--- config.mk ---
export PLATFORM = sky130hd
export DESIGN_NAME = fetch_stage_flat
export DESIGN_NICKNAME = d
export VERILOG_FILES = /design/src/rtl/fetch_stage_if.sv /design/src/rtl/fetch_stage.sv /design/src/flat_wrapper.sv
export SDC_FILE = /design/constraint.sdc
export NUM_CORES = 1
export LEC_CHECK = 0
export ABC_CLOCK_PERIOD_IN_PS = 4840
export CORE_MARGIN = 8
export CORE_UTILIZATION = 57
export DETAILED_ROUTE_END_ITERATION = 8
export DONT_BUFFER_PORTS = 1
export PLACE_DENSITY = 0.75
export SLEW_MARGIN = 0
export SYNTH_ARGS = -nofsm -noshare
export SYNTH_HDL_FRONTEND = slang
export SYNTH_SLANG_ARGS = --single-unit
--- constraint.sdc ---
create_clock -name clk_i -period 4.84 [get_ports clk_i]
set_clock_uncertainty 0.05 [all_clocks]
set_input_delay 0.968 -clock clk_i [delete_from_list [all_inputs] [get_ports clk_i]]
set_output_delay 0.968 -clock clk_i [all_outputs]
set_load 0.02 [all_outputs]
--- src/rtl/fetch_stage_if.sv ---
// Fetch stage bus bundle: instruction-memory request/response channel,
// redirect from execute, and the instruction handshake toward decode.
interface fetch_stage_if;
  logic        imem_req_o;
  logic [31:0] imem_addr_o;
  logic        imem_gnt_i;
  logic        imem_rvalid_i;
  logic [31:0] imem_rdata_i;
  logic        redirect_i;
  logic [31:0] redirect_pc_i;
  logic        instr_valid_o;
  logic [31:0] instr_o;
  logic [31:0] pc_o;
  logic        instr_ready_i;

  // Fetch stage side.
  modport master (
    output imem_req_o,
    output imem_addr_o,
    input  imem_gnt_i,
    input  imem_rvalid_i,
    input  imem_rdata_i,
    input  redirect_i,
    input  redirect_pc_i,
    output instr_valid_o,
    output instr_o,
    output pc_o,
    input  instr_ready_i
  );

  // Memory / execute / decode side.
  modport slave (
    input  imem_req_o,
    input  imem_addr_o,
    output imem_gnt_i,
    output imem_rvalid_i,
    output imem_rdata_i,
    output redirect_i,
    output redirect_pc_i,
    input  instr_valid_o,
    input  instr_o,
    input  pc_o,
    output instr_ready_i
  );
endinterface

--- src/rtl/fetch_stage.sv ---
// Instruction fetch stage: credit-limited request issue, in-order tag queue
// of granted PCs, instruction buffer toward decode, and redirect handling
// that discards responses still in flight from the abandoned path.
module fetch_stage #(
  parameter logic [31:0] RESET_PC = 32'h0000_0000,
  parameter int          DEPTH    = 2
) (
  input logic           clk_i,
  input logic           rst_i,
  fetch_stage_if.master bus
);

  localparam int          PW    = (DEPTH > 1) ? $clog2(DEPTH) : 1;
  localparam int          CW    = $clog2(DEPTH + 1);
  localparam logic [31:0] NOP   = 32'h0000_0013;
  localparam logic [31:0] ALIGN = 32'hFFFF_FFFC;

  typedef logic [PW-1:0] ptr_t;
  typedef logic [CW-1:0] cnt_t;

  function automatic ptr_t ptr_inc(input ptr_t p);
    return (p == ptr_t'(DEPTH - 1)) ? '0 : p + ptr_t'(1);
  endfunction

  // Control state
  logic [31:0] pc;
  cnt_t        outstanding;
  cnt_t        drop_cnt;
  cnt_t        occ;
  ptr_t        tq_rd, tq_wr;
  ptr_t        ff_rd, ff_wr;

  // Data storage (not reset; validity is carried by the pointers/counters)
  logic [31:0] tq_pc    [DEPTH];
  logic [31:0] ff_pc    [DEPTH];
  logic [31:0] ff_instr [DEPTH];

  logic        fifo_empty;
  logic        instr_valid;
  logic        pop;
  logic        req;
  logic        gnt_fire;
  logic        rsp;
  logic        drop_now;
  logic        push;
  logic [CW:0] used;

  // Handshake decode: credits count every in-flight request, dropped or not.
  always_comb begin
    fifo_empty  = (occ == '0);
    instr_valid = !rst_i && !bus.redirect_i && !fifo_empty;
    pop         = instr_valid && bus.instr_ready_i;
    used        = {1'b0, outstanding} + {1'b0, occ} - (CW + 1)'(pop);
    req         = !rst_i && !bus.redirect_i && (used < (CW + 1)'(DEPTH));
    gnt_fire    = req && bus.imem_gnt_i;
    rsp         = !rst_i && bus.imem_rvalid_i;
    drop_now    = rsp && (drop_cnt != '0);
    push        = rsp && !drop_now && !bus.redirect_i;
  end

  assign bus.imem_req_o    = req;
  assign bus.imem_addr_o   = pc;
  assign bus.instr_valid_o = instr_valid;
  assign bus.instr_o       = (rst_i || fifo_empty) ? NOP   : ff_instr[ff_rd];
  assign bus.pc_o          = (rst_i || fifo_empty) ? '0    : ff_pc[ff_rd];

  // Control registers: PC, in-flight count, drop count, queue pointers.
  always_ff @(posedge clk_i) begin
    if (rst_i) begin
      pc          <= RESET_PC & ALIGN;
      outstanding <= '0;
      drop_cnt    <= '0;
      occ         <= '0;
      tq_rd       <= '0;
      tq_wr       <= '0;
      ff_rd       <= '0;
      ff_wr       <= '0;
    end else begin
      outstanding <= outstanding + cnt_t'(gnt_fire) - cnt_t'(rsp);
      if (bus.redirect_i) begin
        // Everything still in flight belongs to the old path; a response
        // landing this very cycle is already accounted for.
        pc       <= bus.redirect_pc_i & ALIGN;
        drop_cnt <= outstanding - cnt_t'(rsp);
        occ      <= '0;
        tq_rd    <= '0;
        tq_wr    <= '0;
        ff_rd    <= '0;
        ff_wr    <= '0;
      end else begin
        if (gnt_fire) begin
          pc    <= pc + 32'd4;
          tq_wr <= ptr_inc(tq_wr);
        end
        drop_cnt <= drop_cnt - cnt_t'(drop_now);
        if (push) begin
          tq_rd <= ptr_inc(tq_rd);
          ff_wr <= ptr_inc(ff_wr);
        end
        if (pop) begin
          ff_rd <= ptr_inc(ff_rd);
        end
        occ <= occ + cnt_t'(push) - cnt_t'(pop);
      end
    end
  end

  // Data path: remember granted PCs, pair each kept response with its PC.
  always_ff @(posedge clk_i) begin
    if (gnt_fire) begin
      tq_pc[tq_wr] <= pc;
    end
    if (push) begin
      ff_pc[ff_wr]    <= tq_pc[tq_rd];
      ff_instr[ff_wr] <= bus.imem_rdata_i;
    end
  end

endmodule

--- src/flat_wrapper.sv ---
// flat-port wrapper written by rule: the top's interface ports become plain ports
module fetch_stage_flat 
#(
  parameter logic [31:0] RESET_PC = 32'h0000_0000,
  parameter int          DEPTH    = 2
)
  (clk_i, rst_i, bus_imem_req_o, bus_imem_addr_o, bus_imem_gnt_i, bus_imem_rvalid_i, bus_imem_rdata_i, bus_redirect_i, bus_redirect_pc_i, bus_instr_valid_o, bus_instr_o, bus_pc_o, bus_instr_ready_i);
  fetch_stage_if bus_i ();
  input logic clk_i;
  input logic rst_i;
  output wire logic [$bits(bus_i.imem_req_o)-1:0] bus_imem_req_o;
  output wire logic [$bits(bus_i.imem_addr_o)-1:0] bus_imem_addr_o;
  input wire logic [$bits(bus_i.imem_gnt_i)-1:0] bus_imem_gnt_i;
  input wire logic [$bits(bus_i.imem_rvalid_i)-1:0] bus_imem_rvalid_i;
  input wire logic [$bits(bus_i.imem_rdata_i)-1:0] bus_imem_rdata_i;
  input wire logic [$bits(bus_i.redirect_i)-1:0] bus_redirect_i;
  input wire logic [$bits(bus_i.redirect_pc_i)-1:0] bus_redirect_pc_i;
  output wire logic [$bits(bus_i.instr_valid_o)-1:0] bus_instr_valid_o;
  output wire logic [$bits(bus_i.instr_o)-1:0] bus_instr_o;
  output wire logic [$bits(bus_i.pc_o)-1:0] bus_pc_o;
  input wire logic [$bits(bus_i.instr_ready_i)-1:0] bus_instr_ready_i;
  assign bus_imem_req_o = bus_i.imem_req_o;
  assign bus_imem_addr_o = bus_i.imem_addr_o;
  assign bus_i.imem_gnt_i = bus_imem_gnt_i;
  assign bus_i.imem_rvalid_i = bus_imem_rvalid_i;
  assign bus_i.imem_rdata_i = bus_imem_rdata_i;
  assign bus_i.redirect_i = bus_redirect_i;
  assign bus_i.redirect_pc_i = bus_redirect_pc_i;
  assign bus_instr_valid_o = bus_i.instr_valid_o;
  assign bus_instr_o = bus_i.instr_o;
  assign bus_pc_o = bus_i.pc_o;
  assign bus_i.instr_ready_i = bus_instr_ready_i;
  fetch_stage #(.RESET_PC(RESET_PC), .DEPTH(DEPTH)) u_core (.clk_i(clk_i), .rst_i(rst_i), .bus(bus_i));
endmodule
# == Word level (Yosys, flattened, before mapping) ==
# Memories as Yosys holds them, arrays and structs flattened. A register that Yosys moved wholly into a read port is not among the register bits.
# Cells that the tools add are included.
# op_classes
addsub,13
n_lt_le_gt_ge,1
muxes,19
reduce_logical,18
# ops
op,n
$mux 32,4
$add 32x3->32 const B,1
$mux 1,14
$logic_and 1x1->1,9
$sub 2x1->2,4
$add 1x1->1 const B,4
$add 2x1->2,2
$logic_not 1->1,4
$reduce_bool 2->1,2
$add 2x2->3,1
$lt 3x2->1 const B,1
$sub 3x1->3,1
$logic_not 2->1,1
$mux 2,1
$reduce_or 2->1,1
$logic_or 1x1->1,1
# totals
register_bits,42
mem_bits_rw,192
inputBits,70
output_inout_bits,98
word_cells,63
memories,3
# mem_list
memory,words,width,read_ports,rd_ports_with_merged_regs,wr,line_no,text
u_core.ff_instr,2,32,1,1,1,fetch_stage.sv:36,logic [31:0] ff_instr [DEPTH];
u_core.ff_pc,2,32,1,1,1,fetch_stage.sv:35,logic [31:0] ff_pc [DEPTH];
u_core.tq_pc,2,32,1,1,1,fetch_stage.sv:34,logic [31:0] tq_pc [DEPTH];

# == Longest topological paths before layout ==
# Gate-level depths: netlist of run 1.
# depth
ltp_word,10
mapped_depth,12
mapped_depth_nobuf,10

# == Worst setup path after synthesis of run 1 ==
# No wires, ideal clock.
# synth_timing
kind,input -> register
from,in bus_redirect_i
to,"mem u_core.tq_pc[0][10], enable pin"
setup_ns,0.417
t_arrival_ns,4.535
required_time_ns,4.373
setup_slack_ns,-0.162
stages,11
path_buffers,4
path_cell_list,clkbuf_1 clkbuf_1 nor3_1 ha_1 nand2b_1 fa_1 and4bb_2 nand2_1 buf_2 buf_2 nor2_1
# synth_via
elab_chain_cells,10
# synth_rtl
element,line_no,text
start: declaration,flat_wrapper.sv:16,input wire logic [$bits(bus_i.redirect_i)-1:0] bus_redirect_i;
$logic_not 1->1,fetch_stage.sv:51,instr_valid = !rst_i && !bus.redirect_i && !fifo_empty;
$logic_and 1x1->1 (2 in series),fetch_stage.sv:51,
$logic_and 1x1->1,fetch_stage.sv:52,pop = instr_valid && bus.instr_ready_i;
net u_core.pop,fetch_stage.sv:40,logic pop;
$sub 3x1->3,fetch_stage.sv:53,"used = {1'b0, outstanding} + {1'b0, occ} - (CW + 1)'(pop);"
$lt 3x2->1,fetch_stage.sv:54,req = !rst_i && !bus.redirect_i && (used < (CW + 1)'(DEPTH));
$logic_and 1x1->1,fetch_stage.sv:54,
$logic_and 1x1->1,fetch_stage.sv:55,gnt_fire = req && bus.imem_gnt_i;
$mux 1,fetch_stage.sv:110,if (gnt_fire) begin
$mux 1 (implied by the code),fetch_stage.sv:111,tq_pc[tq_wr] <= pc;
end: declaration,fetch_stage.sv:34,
# The timed path passes the listed nets, and every way through them passes these cells.

# == Final worst setup path of run 1 ==
# layout_timing
from,in rst_i
to,out bus_imem_req_o
# layout_via
elab_chain_cells,7
# layout_rtl
element,line_no,text
start: declaration,flat_wrapper.sv:10,input logic rst_i;
$logic_not 1->1,fetch_stage.sv:51,
$logic_and 1x1->1 (2 in series),fetch_stage.sv:51,
$logic_and 1x1->1,fetch_stage.sv:52,
net u_core.pop,fetch_stage.sv:40,
$sub 3x1->3,fetch_stage.sv:53,
$lt 3x2->1,fetch_stage.sv:54,
$logic_and 1x1->1,fetch_stage.sv:54,
end: declaration,flat_wrapper.sv:11,output wire logic [$bits(bus_i.imem_req_o)-1:0] bus_imem_req_o;
# The timed path passes the listed nets, and every way through them passes these cells.

==> impl_metrics.prom, run 1 <==
# TYPE chip_impl_metric gauge
chip_impl_metric{name="detail_route.vias_per_cell",unit=""} 5.92
chip_impl_metric{name="route.vias.total",unit=""} 5245
chip_impl_metric{name="drv_slew",unit=""} 0
chip_impl_metric{name="layout_worst_path_cycle_share",unit=""} 0.815
chip_impl_info{name="post_synth_top_area_cell",value="sky130_fd_sc_hd__edfxtp_1"} 1
chip_impl_metric{name="first_global_vias",unit=""} 5461
chip_impl_metric{name="maxSlewHeadroom",unit=""} 0.235
chip_impl_metric{name="worst_setup_hold_path_clk_slew",unit="ns"} 0.06
chip_impl_metric{name="ant_nets",unit=""} 0
chip_impl_info{name="top_area_cells_in_the_synthesized_netlist",value="sky130_fd_sc_hd__edfxtp_1 (60%), sky130_fd_sc_hd__dfxtp_1 (9.1%), sky130_fd_sc_hd__mux2i_1 (6.5%)"} 1
chip_impl_metric{name="cts_htree_levels",unit=""} 1
chip_impl_info{name="rsz_0062_raised_after_global_routing",value="no"} 1
chip_impl_metric{name="groute.layer.met2.usage",unit=""} 0.296
chip_impl_metric{name="placement.setup.worst_slack",unit="ns"} 0.905
chip_impl_metric{name="postRouteWirelength",unit="µm"} 18900
chip_impl_info{name="worstHoldPathType",value="flop to flop"} 1
chip_impl_metric{name="min_period",unit="ns"} 3.95
chip_impl_info{name="crit_path_start_kind",value="input port"} 1
chip_impl_metric{name="path_buf_inv",unit=""} 0
chip_impl_metric{name="place.detailed.instances",unit=""} 844
chip_impl_metric{name="post_synth_inst_count",unit=""} 654
chip_impl_metric{name="maxClockFrequency",unit="GHz"} 0.253
chip_impl_metric{name="cts.sinks",unit=""} 226
chip_impl_metric{name="final_critical_path_setup_slack",unit="ns"} 0.894
chip_impl_metric{name="flow.area_growth_from_synthesis",unit="%"} 10.3
chip_impl_info{name="top_cells_by_count_synth",value="sky130_fd_sc_hd__edfxtp_1 (184), sky130_fd_sc_hd__nor2_1 (88), sky130_fd_sc_hd__mux2i_1 (60)"} 1
chip_impl_metric{name="grt_max_degree",unit=""} 66
chip_impl_metric{name="i_o_pin_total",unit=""} 168
chip_impl_metric{name="clkLatencyLatePin",unit="ns"} 0.49
chip_impl_metric{name="power-per-cell-area",unit="nW/µm²"} 405
chip_impl_metric{name="share_of_cells_above_drive_strength_1",unit=""} 0.132
chip_impl_metric{name="timing.final.setup_violations",unit=""} 0
chip_impl_metric{name="cts-hold-fix-buffers",unit=""} 0
chip_impl_metric{name="hpwl",unit="µm"} 12400
chip_impl_metric{name="syn_avg_cell_area",unit="µm²"} 14.2
chip_impl_metric{name="worst-slew-pin-transition",unit="ns"} 1.15
chip_impl_info{name="timing_worst_setup_path_type",value="input port to output pin"} 1
chip_impl_info{name="synth_most_common_cell",value="sky130_fd_sc_hd__edfxtp_1"} 1
chip_impl_metric{name="seqCellArea",unit="µm²"} 6370
chip_impl_metric{name="layout.cells.non_filler",unit=""} 886
chip_impl_metric{name="asyncSetResetFlopFracSynth",unit=""} 0
chip_impl_metric{name="static_leakage",unit="nW"} 3.29
chip_impl_metric{name="net_count_of_the_finished_layout",unit=""} 731
chip_impl_metric{name="cp_slowest_stage_delay",unit="ns"} 0.39
chip_impl_info{name="cp_slowest_cell",value="sky130_fd_sc_hd__and3_1"} 1
chip_impl_info{name="setup.worst_path.end_class",value="output pin"} 1
chip_impl_metric{name="synthDistinctLibCells",unit=""} 57
chip_impl_metric{name="drt-initial-drc-count",unit=""} 497
chip_impl_metric{name="row_count",unit=""} 46
chip_impl_metric{name="cp_data_required_time",unit="ns"} 3.82
chip_impl_metric{name="gr-usage-met3",unit=""} 0.0664
chip_impl_metric{name="drv_cap",unit=""} 0
chip_impl_metric{name="buffer_ports.inserted",unit=""} 0
chip_impl_metric{name="dr.pass1.iters",unit=""} 5
chip_impl_metric{name="final-hold-violation-count",unit=""} 0
chip_impl_metric{name="yosysSeqAreaShare",unit=""} 0.686
chip_impl_metric{name="routabilityCongestion",unit=""} 0.805
chip_impl_info{name="cpLargestDelayFamily",value="simple AND/OR/NAND/NOR gates"} 1
chip_impl_metric{name="timing.setup.tns",unit="ns"} 0
chip_impl_info{name="run_status",value="finished, final reports clean"} 1
chip_impl_metric{name="global_route_wire_length_before_repair",unit="µm"} 29900
chip_impl_metric{name="cts.repair.resized",unit=""} 0
chip_impl_metric{name="synthDominantCellAreaShare",unit=""} 0.596
chip_impl_metric{name="grt_usage",unit=""} 0.185
chip_impl_metric{name="wl_per_cell",unit="µm"} 21.4
chip_impl_metric{name="ir_worst_vdd",unit="V"} 0.000269
chip_impl_info{name="cts_tree",value="yes"} 1
chip_impl_metric{name="ys.warnings.count",unit=""} 0
chip_impl_metric{name="worstPathMaxFanout",unit=""} 42
chip_impl_metric{name="placeableCoreArea",unit="µm²"} 15900
chip_impl_metric{name="synth_edf_count",unit=""} 184
chip_impl_metric{name="die_area",unit="µm²"} 20600
chip_impl_metric{name="cts_inserted_buffers",unit=""} 23
chip_impl_metric{name="number_of_synthesized_register_bits",unit=""} 226
chip_impl_metric{name="antenna_violations_before_repair",unit=""} 1
chip_impl_metric{name="floorplan.die.height",unit="µm"} 144
chip_impl_metric{name="multi_input_gate_area",unit="µm²"} 2740
chip_impl_info{name="cts-root-buf",value="sky130_fd_sc_hd__clkbuf_16"} 1
chip_impl_metric{name="start_util",unit=""} 0.584
chip_impl_metric{name="cp_data_arrival_time",unit="ns"} 2.93
chip_impl_info{name="critical_path.cell_chain",value="o21bai_4, nor3_1, ha_1, nand2b_1, fa_1, xor2_1, and3_1"} 1
chip_impl_metric{name="global_route_congestion_overflow_total",unit=""} 0
chip_impl_info{name="gr-max-usage-layer",value="met2"} 1
chip_impl_metric{name="route.detailed.drc",unit=""} 0
chip_impl_metric{name="max-clock-path-buffers",unit=""} 3
chip_impl_metric{name="final_layout_fill_cell_count",unit=""} 1177
chip_impl_metric{name="post_synth_instance_area",unit="µm²"} 9280
chip_impl_info{name="ys.flop_type",value="sky130_fd_sc_hd__edfxtp_1"} 1
chip_impl_metric{name="met1_usage_grt",unit=""} 0.231
chip_impl_metric{name="cts.repair_timing.setup_buffer_count",unit=""} 0
chip_impl_metric{name="die_width",unit="µm"} 144
metal layers:
metal | wire length [µm] | up-vias
li1 | - | 2435
met1 | 7750 | 2555
met2 | 8710 | 222
met3 | 2020 | 33
met4 | 457 | 0
met5 | 0 | -
tightest hold or removal path, cell delays in order, from the launching register on:
cell and delay, ns:
sky130_fd_sc_hd__dfxtp_1 0.30, sky130_fd_sc_hd__o21ai_0 0.09, sky130_fd_sc_hd__a21oi_1 0.07
report_power, final:
| group | leakage, nW | switching [mW] | internal, mW |
|---|---|---|---|
| logic | 0.900 | 0.103 | 0.0703 |
| registers | 2.02 | 0.0725 | 2.16 |
| clock network | 0.365 | 0.670 | 1.07 |
| total | 3.29 | 0.846 | 3.30 |
state kept, by name, indices dropped and copies added (netlist names), named ones only:
signal / count
u_core.occ: 2
u_core.ff_pc: 60
u_core.outstanding: 2
u_core.ff_rd: 1
u_core.tq_rd: 1
u_core.tq_wr: 1
u_core.tq_pc: 60
u_core.ff_instr: 64
u_core.ff_wr: 1
u_core.drop_cnt: 2
u_core.bus.imem_addr_o: 30
cells by family after synthesis:
group                    after synthesis  share of synthesized area
flip-flops                           226                      0.686
AO/OA/AOI/OAI                         69                     0.0487
adder cells (fa/ha/maj)                8                     0.0116
buffers and inverters                 47                     0.0224
other                                  1                   0.000404
AND/OR/NAND/NOR                      186                      0.103
multiplexers                          93                      0.105
XOR/XNOR                              24                     0.0227
cell usage in the layout, fill, tap and decap left out, types with 10 or more instances in the layout:
master,count
sky130_fd_sc_hd__a21oi_1,22
sky130_fd_sc_hd__and3_1,11
sky130_fd_sc_hd__clkbuf_16,23
sky130_fd_sc_hd__dfxtp_1,41
sky130_fd_sc_hd__edfxtp_1,184
sky130_fd_sc_hd__inv_1,10
sky130_fd_sc_hd__mux2_2,30
sky130_fd_sc_hd__mux2i_1,60
sky130_fd_sc_hd__nand2_1,21
sky130_fd_sc_hd__nand4_1,16
sky130_fd_sc_hd__nor2_1,87
sky130_fd_sc_hd__xnor2_1,10
sky130_fd_sc_hd__xor2_1,14
layout make-up:
type / instances / area share
inverter: 10 / 0.00367
clock inverter: 8 / 0.0110
clock buffer: 33 / 0.0619
multi-input combinational: 384 / 0.267
sequential: 226 / 0.622
tap: 216 / 0.0264
timing repair buffer: 8 / 0.00709
antenna: 1 / 0.000245
through the flow:
step           hold slack (ns)  power, mW  area (µm²)   util
2_1_floorplan            0.422       2.40        9290      -
3_3_place_gp             0.427       2.44        9490  0.597
3_5_place_dp             0.441       2.45        9490  0.597
4_1_cts                  0.450       4.18       10200  0.644
5_1_grt                  0.473       4.29       10200  0.644
6_report                 0.451       4.14       10200  0.644
worst paths after layout:
path	start	endpoint	slack (ns)	depth (start not counted)
hold reg to reg	u_core.ff_rd$_SDFFE_PP0P_	flop	0.45	2
setup reg to reg	u_core.occ[1]$_SDFF_PP0_	u_core.bus.imem_addr_o[16]$_SDFFE_PP0P_	1.59	10
hold / removal	u_core.ff_rd$_SDFFE_PP0P_	flop	0.45	2
setup / recovery	rst_i	bus_imem_req_o	0.89	7
No activity file was read; power rests on OpenSTA's default activity.
==> run 2, diff against run 1 <==
- ABC_CLOCK_PERIOD_IN_PS: 4840 -> 3500
- clock period: 4.84 -> 3.5 ns (I/O delays scaled with it)
==> run 2 against run 1 <==
Sequential share of layout area is 0.96 points lower. Register-to-register slack worse by 1.1 ns. Utilization is 1.0 points higher. Final area is 1.6% higher. Power is 39% higher. Critical endpoint unchanged. Hold slack worse by 0.25 ns. First-iteration DRC count is 19% lower. Wire length is 1.8% higher. Flip-flop and latch count stayed put. Via count is 0.11% lower. Sequential power is 39% higher.
==> impl_metrics.prom, run 2 (same netlist as run 1, synthesis figures left out) <==
# TYPE chip_impl_metric gauge
chip_impl_info{name="run_status",value="finished, final reports clean"} 1
chip_impl_info{name="cpLargestDelayFamily",value="adder cells"} 1
chip_impl_metric{name="ir_worst_vdd",unit="V"} 0.000463
chip_impl_metric{name="route.detailed.drc",unit=""} 0
chip_impl_metric{name="share_of_cells_above_drive_strength_1",unit=""} 0.153
chip_impl_info{name="layout_commonest_cell",value="sky130_fd_sc_hd__edfxtp_1"} 1
chip_impl_metric{name="layout.cells.non_filler",unit=""} 895
chip_impl_metric{name="global_route_congestion_overflow_total",unit=""} 0
chip_impl_metric{name="met1_usage_grt",unit=""} 0.218
chip_impl_metric{name="cp_slowest_stage_delay",unit="ns"} 0.45
chip_impl_metric{name="groute.layer.met2.usage",unit=""} 0.313
chip_impl_metric{name="timing.final.setup_violations",unit=""} 0
chip_impl_metric{name="grt_max_degree",unit=""} 66
chip_impl_metric{name="cts-hold-fix-buffers",unit=""} 0
chip_impl_metric{name="max-clock-path-buffers",unit=""} 3
chip_impl_metric{name="gr-usage-met3",unit=""} 0.0786
chip_impl_metric{name="final_critical_path_setup_slack",unit="ns"} 0.180
chip_impl_metric{name="power-per-cell-area",unit="nW/µm²"} 555
chip_impl_metric{name="drv_slew",unit=""} 0
chip_impl_metric{name="row_count",unit=""} 46
chip_impl_metric{name="design_area",unit="µm²"} 10400
chip_impl_metric{name="buffer_ports.inserted",unit=""} 0
chip_impl_info{name="setup.worst_path.end_class",value="output pin"} 1
chip_impl_metric{name="drt-initial-drc-count",unit=""} 401
chip_impl_info{name="rsz_0062_raised_after_global_routing",value="no"} 1
chip_impl_metric{name="maxClockFrequency",unit="GHz"} 0.301
chip_impl_metric{name="worst-slew-pin-transition",unit="ns"} 0.729
chip_impl_metric{name="route.vias.total",unit=""} 5239
chip_impl_metric{name="antenna_violations_before_repair",unit=""} 1
chip_impl_info{name="gr-max-usage-layer",value="met2"} 1
chip_impl_metric{name="cp_data_required_time",unit="ns"} 2.75
chip_impl_metric{name="dr.pass1.iters",unit=""} 5
chip_impl_metric{name="final_layout_fill_cell_count",unit=""} 1119
chip_impl_metric{name="worst_setup_hold_path_clk_slew",unit="ns"} 0.06
chip_impl_metric{name="min_period",unit="ns"} 3.32
chip_impl_metric{name="cts.repair_timing.setup_buffer_count",unit=""} 0
chip_impl_metric{name="net_count_of_the_finished_layout",unit=""} 740
chip_impl_metric{name="power.total",unit="mW"} 5.77
chip_impl_metric{name="ant_nets",unit=""} 0
chip_impl_metric{name="post-route-util",unit=""} 0.654
chip_impl_metric{name="die_width",unit="µm"} 144
chip_impl_metric{name="cts_inserted_buffers",unit=""} 22
chip_impl_metric{name="start_util",unit=""} 0.584
chip_impl_info{name="cp_slowest_cell",value="sky130_fd_sc_hd__dfxtp_1"} 1
chip_impl_metric{name="static_leakage",unit="nW"} 3.36
chip_impl_metric{name="flow.area_growth_from_synthesis",unit="%"} 12.1
chip_impl_metric{name="cts_htree_levels",unit=""} 1
chip_impl_metric{name="postRouteWirelength",unit="µm"} 19300
chip_impl_metric{name="placeableCoreArea",unit="µm²"} 15900
chip_impl_metric{name="final-hold-violation-count",unit=""} 0
chip_impl_metric{name="clkLatencyLatePin",unit="ns"} 0.50
chip_impl_metric{name="floorplan.die.height",unit="µm"} 144
chip_impl_metric{name="largest_reg_flops",unit=""} 64
chip_impl_metric{name="post_dp_cell_area",unit="µm²"} 9640
chip_impl_metric{name="placement.setup.worst_slack",unit="ns"} 0.181
chip_impl_metric{name="wl_per_cell",unit="µm"} 21.5
chip_impl_metric{name="cp_data_arrival_time",unit="ns"} 2.57
chip_impl_metric{name="multi_input_gate_area",unit="µm²"} 2760
chip_impl_metric{name="routabilityCongestion",unit=""} 0.846
chip_impl_metric{name="grt_usage",unit=""} 0.188
chip_impl_metric{name="i_o_pin_total",unit=""} 168
chip_impl_metric{name="drv_cap",unit=""} 0
chip_impl_metric{name="layout_worst_path_cycle_share",unit=""} 0.949
chip_impl_metric{name="global_route_wire_length_before_repair",unit="µm"} 29800
chip_impl_metric{name="die_area",unit="µm²"} 20600
chip_impl_metric{name="maxSlewHeadroom",unit=""} 0.514
chip_impl_metric{name="place.detailed.instances",unit=""} 854
chip_impl_metric{name="first_global_vias",unit=""} 5471
chip_impl_info{name="worstHoldPathType",value="input port to flop"} 1
chip_impl_info{name="crit_path_start_kind",value="flop"} 1
chip_impl_info{name="largest_registers",value="u_core.ff_instr x64, u_core.ff_pc x60, u_core.tq_pc x60"} 1
chip_impl_metric{name="hpwl",unit="µm"} 13100
chip_impl_info{name="timing_worst_setup_path_type",value="flop to output pin"} 1
chip_impl_info{name="top_register_by_number_of_flip_flops",value="u_core.ff_instr"} 1
chip_impl_metric{name="path_buf_inv",unit=""} 1
chip_impl_info{name="cts_tree",value="yes"} 1
chip_impl_metric{name="seqCellArea",unit="µm²"} 6370
chip_impl_metric{name="worstPathMaxFanout",unit=""} 6
chip_impl_info{name="most_frequent_cells_in_the_layout",value="sky130_fd_sc_hd__edfxtp_1 (184), sky130_fd_sc_hd__nor2_1 (87), sky130_fd_sc_hd__mux2i_1 (60), sky130_fd_sc_hd__dfxtp_1 (41), sky130_fd_sc_hd__mux2_2 (30)"} 1
chip_impl_metric{name="cts.repair.resized",unit=""} 0
chip_impl_info{name="critical_path.cell_chain",value="o21bai_4, nor3_4, ha_1, nand2b_4, fa_1, xor2_1, buf_4, and3_1"} 1
chip_impl_metric{name="detail_route.vias_per_cell",unit=""} 5.85
chip_impl_info{name="cts-root-buf",value="sky130_fd_sc_hd__clkbuf_16"} 1
chip_impl_metric{name="cts.sinks",unit=""} 226
-- run 2: path summary, 6_finish.rpt --
check                                                 end  slack [ns]                 startpoint  depth (start not counted)
hold reg to reg                 u_core.ff_rd$_SDFFE_PP0P_        0.46  u_core.ff_rd$_SDFFE_PP0P_                          2
setup reg to reg  u_core.bus.imem_addr_o[16]$_SDFFE_PP0P_        0.52   u_core.occ[0]$_SDFF_PP0_                         10
hold / removal     u_core.bus.imem_addr_o[4]$_SDFFE_PP0P_        0.21                      rst_i                          1
setup / recovery                           bus_imem_req_o        0.18   u_core.occ[0]$_SDFF_PP0_                          8
-- run 2: routing by layer --
metal,vias up,wire [µm]
met5,-,0
met4,0,399
met3,25,2500
met2,232,9060
met1,2539,7320
li1,2443,-
-- run 2: power by group --
group,internal [mW],switching (mW),total [mW]
clock,1.46,0.960,2.42
sequential,2.99,0.100,3.09
combinational,0.110,0.149,0.259
-- run 2: layout make-up --
class,instances,share of cell area
flip-flops and latches,226,0.613
multi-input cells,384,0.266
clock buffers,28,0.0591
well taps,216,0.0260
repair buffers,18,0.0190
clock inverters,12,0.0134
inverters,10,0.00361
diodes,1,0.000241
-- run 2: stage by stage --
step / hold slack, ns / TNS, ns
global placement: 0.439 / 0
global route: 0.190 / 0
CTS: 0.189 / 0
detailed placement: 0.454 / 0
finish: 0.206 / 0
floorplan: 0.422 / -3.08
==> run 3, diff against run 2 <==
- CORE_UTILIZATION: 57 -> 47
- DONT_BUFFER_PORTS: 1 -> default
- PLACE_DENSITY: 0.75 -> 0.76
==> run 3 against run 2 <==
Via count grew 15%. Global-route usage shrank 1.5 points. Sequential share of layout area shrank 8.8 points. Utilization shrank 2.8 points. Power grew 1.2%. Critical path depth grew 1. Register-to-register slack lost 0.07 ns. Count of clock-buffer cells in the layout grew 3. Critical endpoint unchanged. Setup slack lost 0.027 ns.
==> impl_metrics.prom, run 3 (same netlist as run 1, synthesis figures left out) <==
# TYPE chip_impl_metric gauge
chip_impl_info{name="run_status",value="finished, final reports clean"} 1
chip_impl_metric{name="routabilityCongestion",unit=""} 0.862
chip_impl_metric{name="buffer_ports.inserted",unit=""} 161
chip_impl_metric{name="cts_inserted_buffers",unit=""} 23
chip_impl_metric{name="drv_cap",unit=""} 0
chip_impl_metric{name="timing.setup.tns",unit="ns"} 0
chip_impl_metric{name="seqCellArea",unit="µm²"} 6370
chip_impl_metric{name="antenna_violations_before_repair",unit=""} 0
chip_impl_metric{name="global_route_congestion_overflow_total",unit=""} 0
chip_impl_metric{name="placement.setup.worst_slack",unit="ns"} -0.467
chip_impl_metric{name="row_count",unit=""} 51
chip_impl_metric{name="final_critical_path_setup_slack",unit="ns"} 0.153
chip_impl_metric{name="cell_internal_pwr",unit="mW"} 4.60
chip_impl_metric{name="multi_input_gate_area",unit="µm²"} 2770
chip_impl_info{name="timing_worst_setup_path_type",value="input port to output pin"} 1
chip_impl_metric{name="flow.area_growth_from_synthesis",unit="%"} 31.0
chip_impl_metric{name="postRouteWirelength",unit="µm"} 21700
chip_impl_metric{name="net-switching-power",unit="mW"} 1.24
chip_impl_metric{name="cts-hold-fix-buffers",unit=""} 0
chip_impl_metric{name="maxSlewHeadroom",unit=""} 0.560
chip_impl_metric{name="switching_share",unit=""} 0.213
chip_impl_info{name="gr-max-usage-layer",value="met2"} 1
chip_impl_metric{name="die_width",unit="µm"} 156
chip_impl_info{name="cts-root-buf",value="sky130_fd_sc_hd__clkbuf_16"} 1
chip_impl_metric{name="clkLatencyLatePin",unit="ns"} 0.51
chip_impl_metric{name="cp_data_arrival_time",unit="ns"} 2.60
chip_impl_metric{name="worst_setup_hold_path_clk_slew",unit="ns"} 0.06
chip_impl_metric{name="route.vias.total",unit=""} 6036
chip_impl_metric{name="drt-initial-drc-count",unit=""} 394
chip_impl_metric{name="power.total",unit="mW"} 5.84
chip_impl_info{name="cts_tree",value="yes"} 1
chip_impl_info{name="layout_commonest_cell",value="sky130_fd_sc_hd__edfxtp_1"} 1
chip_impl_metric{name="net_count_of_the_finished_layout",unit=""} 916
chip_impl_info{name="setup.worst_path.end_class",value="output pin"} 1
chip_impl_metric{name="share_seq_of_total_power",unit=""} 0.524
chip_impl_metric{name="worst-slew-pin-transition",unit="ns"} 0.655
chip_impl_metric{name="final-hold-violation-count",unit=""} 0
chip_impl_metric{name="global_route_wire_length_before_repair",unit="µm"} 33700
chip_impl_metric{name="dr.pass1.iters",unit=""} 5
chip_impl_metric{name="max-clock-path-buffers",unit=""} 3
chip_impl_info{name="largest_registers",value="u_core.ff_instr x64, u_core.ff_pc x60, u_core.tq_pc x60"} 1
chip_impl_metric{name="post-route-util",unit=""} 0.626
chip_impl_metric{name="cts_htree_levels",unit=""} 1
chip_impl_metric{name="hpwl",unit="µm"} 14500
chip_impl_info{name="rsz_0062_raised_after_global_routing",value="no"} 1
chip_impl_info{name="crit_path_start_kind",value="input port"} 1
chip_impl_metric{name="power_frac_clock",unit=""} 0.398
chip_impl_metric{name="share_of_cells_above_drive_strength_1",unit=""} 0.138
chip_impl_metric{name="p_comb_frac",unit=""} 0.078
chip_impl_metric{name="ir_worst_vdd",unit="V"} 0.000296
chip_impl_metric{name="final_layout_fill_cell_count",unit=""} 1486
chip_impl_metric{name="drv_slew",unit=""} 0
chip_impl_metric{name="min_period",unit="ns"} 3.35
chip_impl_metric{name="route.detailed.drc",unit=""} 0
chip_impl_metric{name="groute.layer.met2.usage",unit=""} 0.300
chip_impl_metric{name="post_route_worst_hold_slack",unit="ns"} 0.469
chip_impl_metric{name="timing.final.setup_violations",unit=""} 0
chip_impl_metric{name="grt_max_degree",unit=""} 66
chip_impl_metric{name="cts.sinks",unit=""} 226
chip_impl_metric{name="static_leakage",unit="nW"} 4.03
chip_impl_metric{name="worstPathMaxFanout",unit=""} 2
chip_impl_info{name="most_frequent_cells_in_the_layout",value="sky130_fd_sc_hd__edfxtp_1 (184), sky130_fd_sc_hd__clkdlybuf4s50_1 (158), sky130_fd_sc_hd__nor2_1 (87), sky130_fd_sc_hd__mux2i_1 (60), sky130_fd_sc_hd__dfxtp_1 (41)"} 1
chip_impl_metric{name="met1_usage_grt",unit=""} 0.216
chip_impl_info{name="top_register_by_number_of_flip_flops",value="u_core.ff_instr"} 1
chip_impl_metric{name="first_global_vias",unit=""} 6282
chip_impl_metric{name="diodes",unit=""} 0
chip_impl_info{name="worstHoldPathType",value="flop to flop"} 1
chip_impl_metric{name="power-per-cell-area",unit="nW/µm²"} 481
chip_impl_metric{name="start_util",unit=""} 0.478
chip_impl_metric{name="detail_route.vias_per_cell",unit=""} 5.39
chip_impl_metric{name="i_o_pin_total",unit=""} 168
chip_impl_metric{name="grt_usage",unit=""} 0.174
chip_impl_metric{name="cp_data_required_time",unit="ns"} 2.75
chip_impl_metric{name="gr-usage-met3",unit=""} 0.0397
chip_impl_metric{name="ant_nets",unit=""} 0
chip_impl_metric{name="placeableCoreArea",unit="µm²"} 19400
chip_impl_metric{name="layout_worst_path_cycle_share",unit=""} 0.956
chip_impl_metric{name="maxClockFrequency",unit="GHz"} 0.299
chip_impl_metric{name="largest_reg_flops",unit=""} 64
chip_impl_metric{name="floorplan.die.height",unit="µm"} 156
chip_impl_metric{name="wl_per_cell",unit="µm"} 19.4
chip_impl_metric{name="die_area",unit="µm²"} 24500
[run 3: changes by cell type in the layout (fill, tap and decap cells not counted), moves of 2 or more]
cell	change
sky130_fd_sc_hd__clkbuf_1	+4
sky130_fd_sc_hd__clkdlybuf4s50_1	+158
sky130_fd_sc_hd__buf_6	+2
sky130_fd_sc_hd__buf_4	+13
sky130_fd_sc_hd__dlymetal6s2s_1	+2
sky130_fd_sc_hd__clkinvlp_4	-2
[run 3: path summary, 6_finish.rpt]
kind	startpoint	to	slack, ns	cells past startpoint
worst min-delay path	u_core.ff_rd$_SDFFE_PP0P_	u_core.ff_rd$_SDFFE_PP0P_	0.47	2
worst min register to register	u_core.ff_rd$_SDFFE_PP0P_	u_core.ff_rd$_SDFFE_PP0P_	0.47	2
worst max register to register	u_core.occ[0]$_SDFF_PP0_	u_core.bus.imem_addr_o[17]$_SDFFE_PP0P_	0.45	10
worst max-delay path	bus_instr_ready_i	bus_imem_req_o	0.15	9
[run 3: power by group through the flow]
stage	logic [mW]	registers, mW	clock network [mW]
4_1_cts	0.457	3.06	2.37
3_5_place_dp	0.448	3.11	0
3_3_place_gp	0.432	3.11	0
2_1_floorplan	0.214	3.12	0
6_report	0.458	3.06	2.32
5_1_grt	0.492	3.07	2.48
[run 3: per-stage QoR]
| stage | std cells | instance area, µm² |
|---|---|---|
| floorplan | 657 | 9380 |
| global placement | 1075 | 11400 |
| detailed placement | 1075 | 11400 |
| CTS | 1118 | 12100 |
| global route | 1120 | 12100 |
| finish | 1120 | 12100 |
[run 3: timing repair]
action / CTS / global route
setup buffers: 1 / 2
pin swaps: 2 / 4
endpoints found under the hold margin: 0 / 0
setup endpoints to repair: 7 / 2
resized for setup: 7 / 4
[run 3: layout make-up]
type                    instances  area share
well taps                     265      0.0273
repair buffers                193       0.158
inverters                      10     0.00309
clock inverters                11     0.00845
flip-flops and latches        226       0.524
clock buffers                  31      0.0507
multi-input cells             384       0.228
[run 3: routing by layer]
layer,wire [µm],share of wire,vias to the layer above
li1,-,-,2800
met1,8970,0.41,2962
met2,10700,0.50,242
met3,1640,0.075,32
met4,357,0.016,0
met5,0,0,-
[run 3: critical path: stages]
cell                              delay (ns)
sky130_fd_sc_hd__clkdlybuf4s50_1        0.47
sky130_fd_sc_hd__inv_2                  0.05
sky130_fd_sc_hd__nor3_4                 0.13
sky130_fd_sc_hd__ha_1                   0.25
sky130_fd_sc_hd__nand2b_4               0.14
sky130_fd_sc_hd__fa_2                   0.33
sky130_fd_sc_hd__xor2_1                 0.17
sky130_fd_sc_hd__and3_1                 0.22
sky130_fd_sc_hd__buf_6                  0.13
